--- src/rtl/mips_pipe_pkg.sv ---
// Shared definitions for the 5-stage MIPS pipeline: IF/ID control codes,
// the NOP word and the fetch-stage state encoding.
package mips_pipe_pkg;

  localparam logic [1:0]  IF_ADVANCE = 2'b00;
  localparam logic [1:0]  IF_HOLD    = 2'b01;
  localparam logic [1:0]  IF_FLUSH   = 2'b10;

  localparam logic [31:0] NOP = 32'h0000_0000;

  typedef enum logic [1:0] {
    BOOT,
    FETCH,
    DRAIN
  } if_state_t;

  // Redirect targets come from branch arithmetic and may carry junk low bits.
  function automatic logic [31:0] word_align(input logic [31:0] addr);
    return {addr[31:2], 2'b00};
  endfunction

endpackage

--- src/rtl/if_stage_if.sv ---
// Instruction-memory request/ready bus between the fetch stage (master)
// and the instruction memory (slave).
interface if_stage_if;

  logic        imem_req;
  logic [31:0] imem_addr;
  logic        imem_ready;
  logic [31:0] imem_rdata;

  modport master (
    output imem_req,
    output imem_addr,
    input  imem_ready,
    input  imem_rdata
  );

  modport slave (
    input  imem_req,
    input  imem_addr,
    output imem_ready,
    output imem_rdata
  );

endinterface

--- src/rtl/if_id_reg.sv ---
// IF/ID pipeline register: flush beats hold beats advance; an advance
// without a usable fetch inserts a bubble.
module if_id_reg
  import mips_pipe_pkg::*;
#(
  parameter logic [31:0] NOP_INSTR = NOP
) (
  input  logic        clk,
  input  logic        rst,
  input  logic [1:0]  i_ctrl,
  input  logic        i_load,
  input  logic [31:0] i_pc,
  input  logic [31:0] i_pc_plus4,
  input  logic [31:0] i_instr,
  output logic [31:0] o_pc,
  output logic [31:0] o_pc_plus4,
  output logic [31:0] o_instr,
  output logic        o_valid
);

  logic [31:0] r_pc;
  logic [31:0] r_pc_plus4;
  logic [31:0] r_instr;
  logic        r_valid;

  // Any ctrl value with the upper bit set (10 or 11) is a flush.
  always_ff @(posedge clk or posedge rst) begin
    if (rst) begin
      r_pc       <= 32'h0;
      r_pc_plus4 <= 32'h0;
      r_instr    <= NOP_INSTR;
      r_valid    <= 1'b0;
    end else if (i_ctrl[1]) begin
      r_pc       <= 32'h0;
      r_pc_plus4 <= 32'h0;
      r_instr    <= NOP_INSTR;
      r_valid    <= 1'b0;
    end else if (i_ctrl == IF_HOLD) begin
      r_pc       <= r_pc;
      r_pc_plus4 <= r_pc_plus4;
      r_instr    <= r_instr;
      r_valid    <= r_valid;
    end else if (i_load) begin
      r_pc       <= i_pc;
      r_pc_plus4 <= i_pc_plus4;
      r_instr    <= i_instr;
      r_valid    <= 1'b1;
    end else begin
      r_pc       <= 32'h0;
      r_pc_plus4 <= 32'h0;
      r_instr    <= NOP_INSTR;
      r_valid    <= 1'b0;
    end
  end

  assign o_pc       = r_pc;
  assign o_pc_plus4 = r_pc_plus4;
  assign o_instr    = r_instr;
  assign o_valid    = r_valid;

endmodule

--- src/rtl/if_stage.sv ---
// Instruction-fetch stage: PC, fetch FSM with redirect draining, and the
// IF/ID register driven by the hazard unit's stall/control commands.
module if_stage
  import mips_pipe_pkg::*;
#(
  parameter logic [31:0] PC_RESET  = 32'h0000_0000,
  parameter logic [31:0] NOP_INSTR = NOP
) (
  input  logic              clk,
  input  logic              rst,
  input  logic              pc_stall,
  input  logic [1:0]        if_ctrl,
  input  logic              redirect_valid,
  input  logic [31:0]       redirect_target,
  if_stage_if.master        imem,
  output logic [31:0]       id_pc,
  output logic [31:0]       id_pc_plus4,
  output logic [31:0]       id_instr,
  output logic              id_valid
);

  if_state_t   r_state;
  if_state_t   w_next_state;
  logic [31:0] r_pc;
  logic [31:0] r_pend_pc;
  logic [31:0] w_next_pc;
  logic [31:0] w_next_pend_pc;
  logic [31:0] w_pc_plus4;
  logic [31:0] w_target;
  logic        w_fetch_ok;

  assign w_pc_plus4 = r_pc + 32'd4;
  assign w_target   = word_align(redirect_target);

  always_ff @(posedge clk or posedge rst) begin
    if (rst) begin
      r_state   <= BOOT;
      r_pc      <= PC_RESET;
      r_pend_pc <= 32'h0;
    end else begin
      r_state   <= w_next_state;
      r_pc      <= w_next_pc;
      r_pend_pc <= w_next_pend_pc;
    end
  end

  // A redirect that lands while a fetch is outstanding is parked in pend_pc
  // so imem_addr stays stable until the stale word comes back.
  always_comb begin
    w_next_state   = r_state;
    w_next_pc      = r_pc;
    w_next_pend_pc = r_pend_pc;
    w_fetch_ok     = 1'b0;
    unique case (r_state)
      BOOT: begin
        w_next_state = FETCH;
      end
      FETCH: begin
        if (redirect_valid && !imem.imem_ready) begin
          w_next_pend_pc = w_target;
          w_next_state   = DRAIN;
        end else if (redirect_valid) begin
          w_next_pc = w_target;
        end else if (pc_stall || !imem.imem_ready) begin
          w_next_pc = r_pc;
        end else begin
          w_next_pc  = w_pc_plus4;
          w_fetch_ok = 1'b1;
        end
      end
      DRAIN: begin
        if (redirect_valid) begin
          w_next_pend_pc = w_target;
        end
        if (imem.imem_ready) begin
          w_next_pc    = redirect_valid ? w_target : r_pend_pc;
          w_next_state = FETCH;
        end
      end
      default: begin
        w_next_state = BOOT;
      end
    endcase
  end

  assign imem.imem_req  = (r_state != BOOT);
  assign imem.imem_addr = r_pc;

  if_id_reg #(
    .NOP_INSTR (NOP_INSTR)
  ) u_if_id_reg (
    .clk        (clk),
    .rst        (rst),
    .i_ctrl     (if_ctrl),
    .i_load     (w_fetch_ok),
    .i_pc       (r_pc),
    .i_pc_plus4 (w_pc_plus4),
    .i_instr    (imem.imem_rdata),
    .o_pc       (id_pc),
    .o_pc_plus4 (id_pc_plus4),
    .o_instr    (id_instr),
    .o_valid    (id_valid)
  );

endmodule

--- src/flat_wrapper.sv ---
// flat-port wrapper written by rule: the top's interface ports become plain ports
module if_stage_flat import mips_pipe_pkg::*;
#(
  parameter logic [31:0] PC_RESET  = 32'h0000_0000,
  parameter logic [31:0] NOP_INSTR = NOP
)
  (clk, rst, pc_stall, if_ctrl, redirect_valid, redirect_target, id_pc, id_pc_plus4, id_instr, id_valid, imem_imem_req, imem_imem_addr, imem_imem_ready, imem_imem_rdata);
  if_stage_if imem_i ();
  input  logic clk;
  input  logic rst;
  input  logic pc_stall;
  input  logic [1:0] if_ctrl;
  input  logic redirect_valid;
  input  logic [31:0] redirect_target;
  output logic [31:0] id_pc;
  output logic [31:0] id_pc_plus4;
  output logic [31:0] id_instr;
  output logic id_valid;
  output wire logic [$bits(imem_i.imem_req)-1:0] imem_imem_req;
  output wire logic [$bits(imem_i.imem_addr)-1:0] imem_imem_addr;
  input wire logic [$bits(imem_i.imem_ready)-1:0] imem_imem_ready;
  input wire logic [$bits(imem_i.imem_rdata)-1:0] imem_imem_rdata;
  assign imem_imem_req = imem_i.imem_req;
  assign imem_imem_addr = imem_i.imem_addr;
  assign imem_i.imem_ready = imem_imem_ready;
  assign imem_i.imem_rdata = imem_imem_rdata;
  if_stage #(.PC_RESET(PC_RESET), .NOP_INSTR(NOP_INSTR)) u_core (.clk(clk), .rst(rst), .pc_stall(pc_stall), .if_ctrl(if_ctrl), .redirect_valid(redirect_valid), .redirect_target(redirect_target), .imem(imem_i), .id_pc(id_pc), .id_pc_plus4(id_pc_plus4), .id_instr(id_instr), .id_valid(id_valid));
endmodule
--- config.mk ---
export PLATFORM = sky130hd
export DESIGN_NAME = if_stage_flat
export DESIGN_NICKNAME = d
export VERILOG_FILES = /design/src/rtl/mips_pipe_pkg.sv /design/src/rtl/if_stage_if.sv /design/src/rtl/if_id_reg.sv /design/src/rtl/if_stage.sv /design/src/flat_wrapper.sv
export SDC_FILE = /design/constraint.sdc
export NUM_CORES = 1
export LEC_CHECK = 0
export CORE_MARGIN = 2
export CORE_UTILIZATION = 35
export CTS_CLUSTER_DIAMETER = 60
export DETAILED_ROUTE_END_ITERATION = 10
export GPL_TIMING_DRIVEN = 1
export PLACE_DENSITY = 0.59
export SLEW_MARGIN = 20
export SYNTH_ARGS = -nofsm -noshare
export SYNTH_HDL_FRONTEND = slang
export SYNTH_SLANG_ARGS = --single-unit
--- constraint.sdc ---
create_clock -name clk -period 15.6 [get_ports clk]
set_input_delay 2.34 -clock clk [delete_from_list [all_inputs] [get_ports clk]]
set_output_delay 2.34 -clock clk [all_outputs]
set_load 0.01 [all_outputs]
# ---- Word level (Yosys, flattened, before mapping)
# Index checks and enable logic that the tools add are counted.
dict set report word_totals {
  register_bits 163
  inputBits 71
  out_inout_bits 130
  word_cells 52
}
dict set report classes {
  add_sub_neg 1
  n_eq_ne 8
  mux 27
  reduce_logical 9
}
# op count
set op_table {}
lappend op_table {{$mux 32} 15}
lappend op_table {{$pmux 32 s2} 2}
lappend op_table {{$add 32x3->32 const B} 1}
lappend op_table {{$mux 1} 7}
lappend op_table {{$ne 2x2->1 const B} 3}
lappend op_table {{$pmux 2 s3} 1}
lappend op_table {{$eq 2x1->1 const B} 2}
lappend op_table {{$mux 2} 2}
lappend op_table {{$reduce_and 2->1} 2}
lappend op_table {{$reduce_and 4->1} 1}
lappend op_table {{$reduce_bool 2->1} 2}
lappend op_table {{$ne 3x3->1 const B} 1}
lappend op_table {{$eq 2x2->1 const B} 1}
lappend op_table {{$logic_not 2->1} 1}
lappend op_table {{$ne 2x1->1 const B} 1}
lappend op_table {{$logic_and 1x1->1} 1}
lappend op_table {{$logic_not 1->1} 1}
lappend op_table {{$logic_or 1x1->1} 1}

# ---- Depth between registers and ports, before layout
dict set report depth {
  ltp_word 9
  ltp_mapped 10
  ltp_nobuf 7
}

# ---- By module
# Synthesis repeated with hierarchy kept, for this count alone.
dict set report unflattened {
  cells_unflattened 786
  area_unflattened_um2 8167.8
}
# mod instances cells_per_inst area_each_um2 seq_area_each_um2
set modules_own_cells {}
lappend modules_own_cells {if_stage 1 451 4216.5 1651.6}
lappend modules_own_cells {if_id_reg 1 335 3951.3 2427.3}

# ---- Least setup slack after synthesis
# Ideal clock, no wire load.
dict set report synth_timing {
  path_kind {input-to-reg}
  start {input port pc_stall}
  end {register u_core.u_if_id_reg.r_pc_plus4[31], in the netlist u_core.u_if_id_reg.o_pc_plus4[31]}
  setup_time_ps 69
  t_arrival_ps 3535
  t_required_ps 15531
  path_slack_ps 11996
  cell_stages 7
  n_path_buf 2
  path_cell_list {nor4b_1 -> and3_1 -> clkbuf_1 -> inv_1 -> clkbuf_1 -> or3_1 -> nand3_1}
}
dict set report synth_between {
  elab_chain_len 8
}
# element line_no
set synth_rtl {}
lappend synth_rtl {{from (decl)} flat_wrapper.sv:11} ;# input logic pc_stall;
lappend synth_rtl {{$logic_or 1x1->1} if_stage.sv:64} ;# end else if (pc_stall || !imem.imem_ready) begin
lappend synth_rtl {{$mux 1} if_stage.sv:64}
lappend synth_rtl {{$mux 1} if_stage.sv:62} ;# end else if (redirect_valid) begin
lappend synth_rtl {{$mux 1} if_stage.sv:59} ;# if (redirect_valid && !imem.imem_ready) begin
lappend synth_rtl {{$mux 1} if_stage.sv:54} ;# unique case (r_state)
lappend synth_rtl {{$mux 32} if_id_reg.sv:43} ;# end else if (i_load) begin
lappend synth_rtl {{$mux 32} if_id_reg.sv:38} ;# end else if (i_ctrl == IF_HOLD) begin
lappend synth_rtl {{$mux 32} if_id_reg.sv:33} ;# end else if (i_ctrl[1]) begin
lappend synth_rtl {{to (signal assigned)} if_id_reg.sv:40} ;# r_pc_plus4 <= r_pc_plus4;
lappend synth_rtl {{to (signal assigned)} if_id_reg.sv:45} ;# r_pc_plus4 <= i_pc_plus4;
lappend synth_rtl {{to (decl)} if_id_reg.sv:22} ;# logic [31:0] r_pc_plus4;
# No other way between the ends. The select of a mux whose other input is x is not followed.
# A chain may end at the register's enable or synchronous reset.

# ---- Worst setup path in the final report
dict set report layout_timing {
  start {input port redirect_valid}
  end {register u_core.u_if_id_reg.r_pc_plus4[31], in the netlist u_core.u_if_id_reg.o_pc_plus4[31]}
}
dict set report layout_between {
  elab_chain_len 6
  word_cells_on_any_way 7
  cone_classes {6 x mux; 1 x reduce/logical}
}
# element line_no
set layout_rtl {}
lappend layout_rtl {{from (decl)} flat_wrapper.sv:13} ;# input logic redirect_valid;
lappend layout_rtl {{$mux 1 or $logic_and 1x1->1 (tied branches)} {if_stage.sv:62, if_stage.sv:59}}
lappend layout_rtl {{$mux 1 (*)} if_stage.sv:59}
lappend layout_rtl {{$mux 1 (*)} if_stage.sv:54}
lappend layout_rtl {{$mux 32 (*)} if_id_reg.sv:43}
lappend layout_rtl {{$mux 32 (*)} if_id_reg.sv:38}
lappend layout_rtl {{$mux 32 (*)} if_id_reg.sv:33}
# Every way passes the cells marked *; elsewhere a longest branch is shown, timed or not. The select of a mux whose other input is x is not followed.

==> flow_summary.ini <==
[job]
cap_violations = 0

[floorplan]
fp.dieArea_mm2 = 0.0221
io-pin-count = 201
fp-row-count = 52
dieWidth_um = 149
start_util = 0.359
die_h_um = 149
core_area_mm2 = 0.0204

[placement]
port_buffers = 198
placed_cells = 1102
preCtsSetupSlack_ns = 9.66
gp_congestion = 0.828
place_hpwl_um = 14700

[synth]
yosysWarningCount = 0
syn_nets = 759
synth-edff-count = 0
ys_seq_area_frac = 0.550
netlist_instances = 684
syn_area_mm2 = 0.00732
synthFlopType = dfrtp_1
ys_types = 51
synth_seq_cells = 161
syn_area_per_cell_um2 = 10.7
async_reset_ff_frac = 1.00

[clock_tree]
ctsResizeCount = 0
cts_tree = built
worstSkewPairLatency_ns = 0.43
cts_hold_buf = 0
cts_root_buffer = clkbuf_16
cts.sinks = 161
cts_inserted_buffers = 17
clk_path_buf_depth = 2
htreeDepth = 4
clk_pin_slew_worst_paths_ns = 0.06
cts_setup_buffers = 0

[finish]
regArea_mm2 = 0.00403
finalNonFillerCells = 1134
layout_commonest_cell = clkdlybuf4s50_1
multiInputGateArea_mm2 = 0.00299
num_antenna_cells = 0
layout_common_cells = 198 x clkdlybuf4s50_1, 161 x dfrtp_1, 74 x nand2_1
fill_cells = 1852
nets = 926
synthToLayoutAreaGrowth_pct = 37.7
drive_gt1_frac = 0.0984

[sta]
skew_ns = 0.00806
layout_setup_ws_ns = 9.64
finalMaxSlewViolations = 0
worstMarginPinSlew_ns = 1.02
fin_crit_ns = 5.96
setup_viol = 0
period_share = 0.382
fin_tns_setup_ns = 0
rsz0062_at_grt = false
hold_violations = 0
max_freq_mhz = 168
relSlewSlack = 0.319

[worst_setup_path]
critPathLaunchType = input pin
cp-end-kind = flip-flop
ff2ff_setup_slack_ns = 12.15
cp_max_fo = 59
arrival_ns = 6.32
cp.required_ns = 15.96
crit_type = in2reg

[grt]
grt_max_degree = 116
grt-ovfl-total = 0
grt_usage = 0.194
antenna_found_initial = 0
grt_pass1_vias = 5943
grt_first_pass_wirelength_um = 33500

[hold_path]
hold_path.class = reg2reg

[detailed_routing]
drc = 0
wire_per_inst_um = 18.7
drtIter0Drc = 346
wl_um = 21200
via_per_inst = 5.27
final_antenna_net_count = 0
num_vias = 5981
drt-pass1-iter-count = 5

[pwr]
power_density_mw_per_mm2 = 152
p_leak_nw = 4.25
peakVddDrop_v = 0.000112

[status]
outcome = completed
==> cells in the mapped netlist, types with 3 or more instances <==
cell       instances  area, um^2
ha_1               4        50.1
a22o_1            57         499
o21a_1             3        22.5
dfrtp_1          161        4030
and4_1             4        35.0
xor2_1             8        70.1
a21oi_1           38         190
nand2_1           74         278
nand4_1            8        50.1
and2_1             4        25.0
o21ai_0           71         355
inv_1             16        60.1
or3_1              4        25.0
and3_1            21         131
buf_4              4        30.0
o31a_1            14         123
a221oi_1           4        35.0
nor2_1            18        67.6
o22ai_1           10        62.6
buf_2             12        60.1
clkbuf_1          41         154
xnor2_1           19         166
nand3_1           12        60.1
mux2i_1            4        40.0
a2bb2oi_1          3        26.3
nor3_1             8        40.0
a31oi_1            3        18.8
mux2_2            30         338
==> path summary, 6_finish.rpt <==
kind,depth (start not counted),endpoint,startpoint
setup / recovery,8,u_core.u_if_id_reg.o_pc_plus4[31],redirect_valid
min in group asynchronous,2,u_core.u_if_id_reg.o_instr[18],rst
hold / removal,2,u_core.u_if_id_reg.o_pc[31],u_core.u_if_id_reg.o_pc[31]
hold reg to reg,2,u_core.u_if_id_reg.o_pc[31],u_core.u_if_id_reg.o_pc[31]
max in group asynchronous,3,u_core.u_if_id_reg.o_pc_plus4[12],rst
setup reg to reg,7,u_core.u_if_id_reg.o_pc_plus4[31],u_core.r_state[1]
==> worst max-delay path, stage by stage <==
cell	delay (ns)
clkdlybuf4s50_1	0.39
buf_4	0.26
inv_1	0.69
and3_2	0.32
buf_4	0.51
clkinv_1	0.98
or3_1	0.65
nand3_1	0.09
==> layer usage <==
layer / GRT usage / vias to the layer above / routed length (um)
met5: 0 / - / 0
met4: 0.0471 / 0 / 261
met3: 0.0433 / 18 / 1170
met2: 0.304 / 181 / 9860
met1: 0.276 / 2986 / 9900
li1: - / 2796 / -
==> sequential cells by signal, summed over array words and instances (netlist names) <==
| signal | flops |
|---|---|
| u_core.imem.imem_addr | 32 |
| u_core.r_pend_pc | 32 |
| u_core.u_if_id_reg.o_instr | 32 |
| u_core.u_if_id_reg.o_pc | 32 |
| u_core.u_if_id_reg.o_pc_plus4 | 30 |
| u_core.r_state | 2 |
| u_core.u_if_id_reg.o_valid | 1 |
==> layout make-up <==
type	instances	share of cell area
Sequential cell	161	0.400
Multi-Input combinational cell	448	0.297
Timing Repair Buffer	206	0.203
Clock buffer	17	0.0422
Tap cell	270	0.0335
Clock inverter	15	0.0181
Inverter	17	0.00707
==> report_power, final <==
| group | internal (mW) | leakage (nW) | total [mW] | switching [mW] |
|---|---|---|---|---|
| Combinational | 0.235 | 1.84 | 0.484 | 0.248 |
| Clock | 0.254 | 0.287 | 0.431 | 0.178 |
| Sequential | 0.505 | 2.12 | 0.618 | 0.113 |
| Total | 0.994 | 4.25 | 1.53 | 0.539 |
==> logic make-up (layout without fill, tap and decap cells) <==
group | after synthesis | in the layout | synth area share
fa+ha+maj | 4 | 4 | 0.00684
flops | 161 | 161 | 0.550
simple gates | 169 | 169 | 0.123
buf+inv | 75 | 255 | 0.0427
mux | 34 | 34 | 0.0516
xor+xnor | 27 | 27 | 0.0323
compound gates | 214 | 214 | 0.194
==> metrics by stage <==
stage          utilization  hold WS [ns]  area [um^2]  power [mW]
5_1_grt              0.495         0.509        10100        1.62
2_1_floorplan            -         0.453         7320       0.902
3_5_place_dp         0.465         0.464         9470        1.11
3_3_place_gp         0.465         0.465         9470        1.09
4_1_cts              0.495         0.479        10100        1.54
6_report             0.495         0.475        10100        1.53
Note: power is estimated with default switching activity, not from simulation.
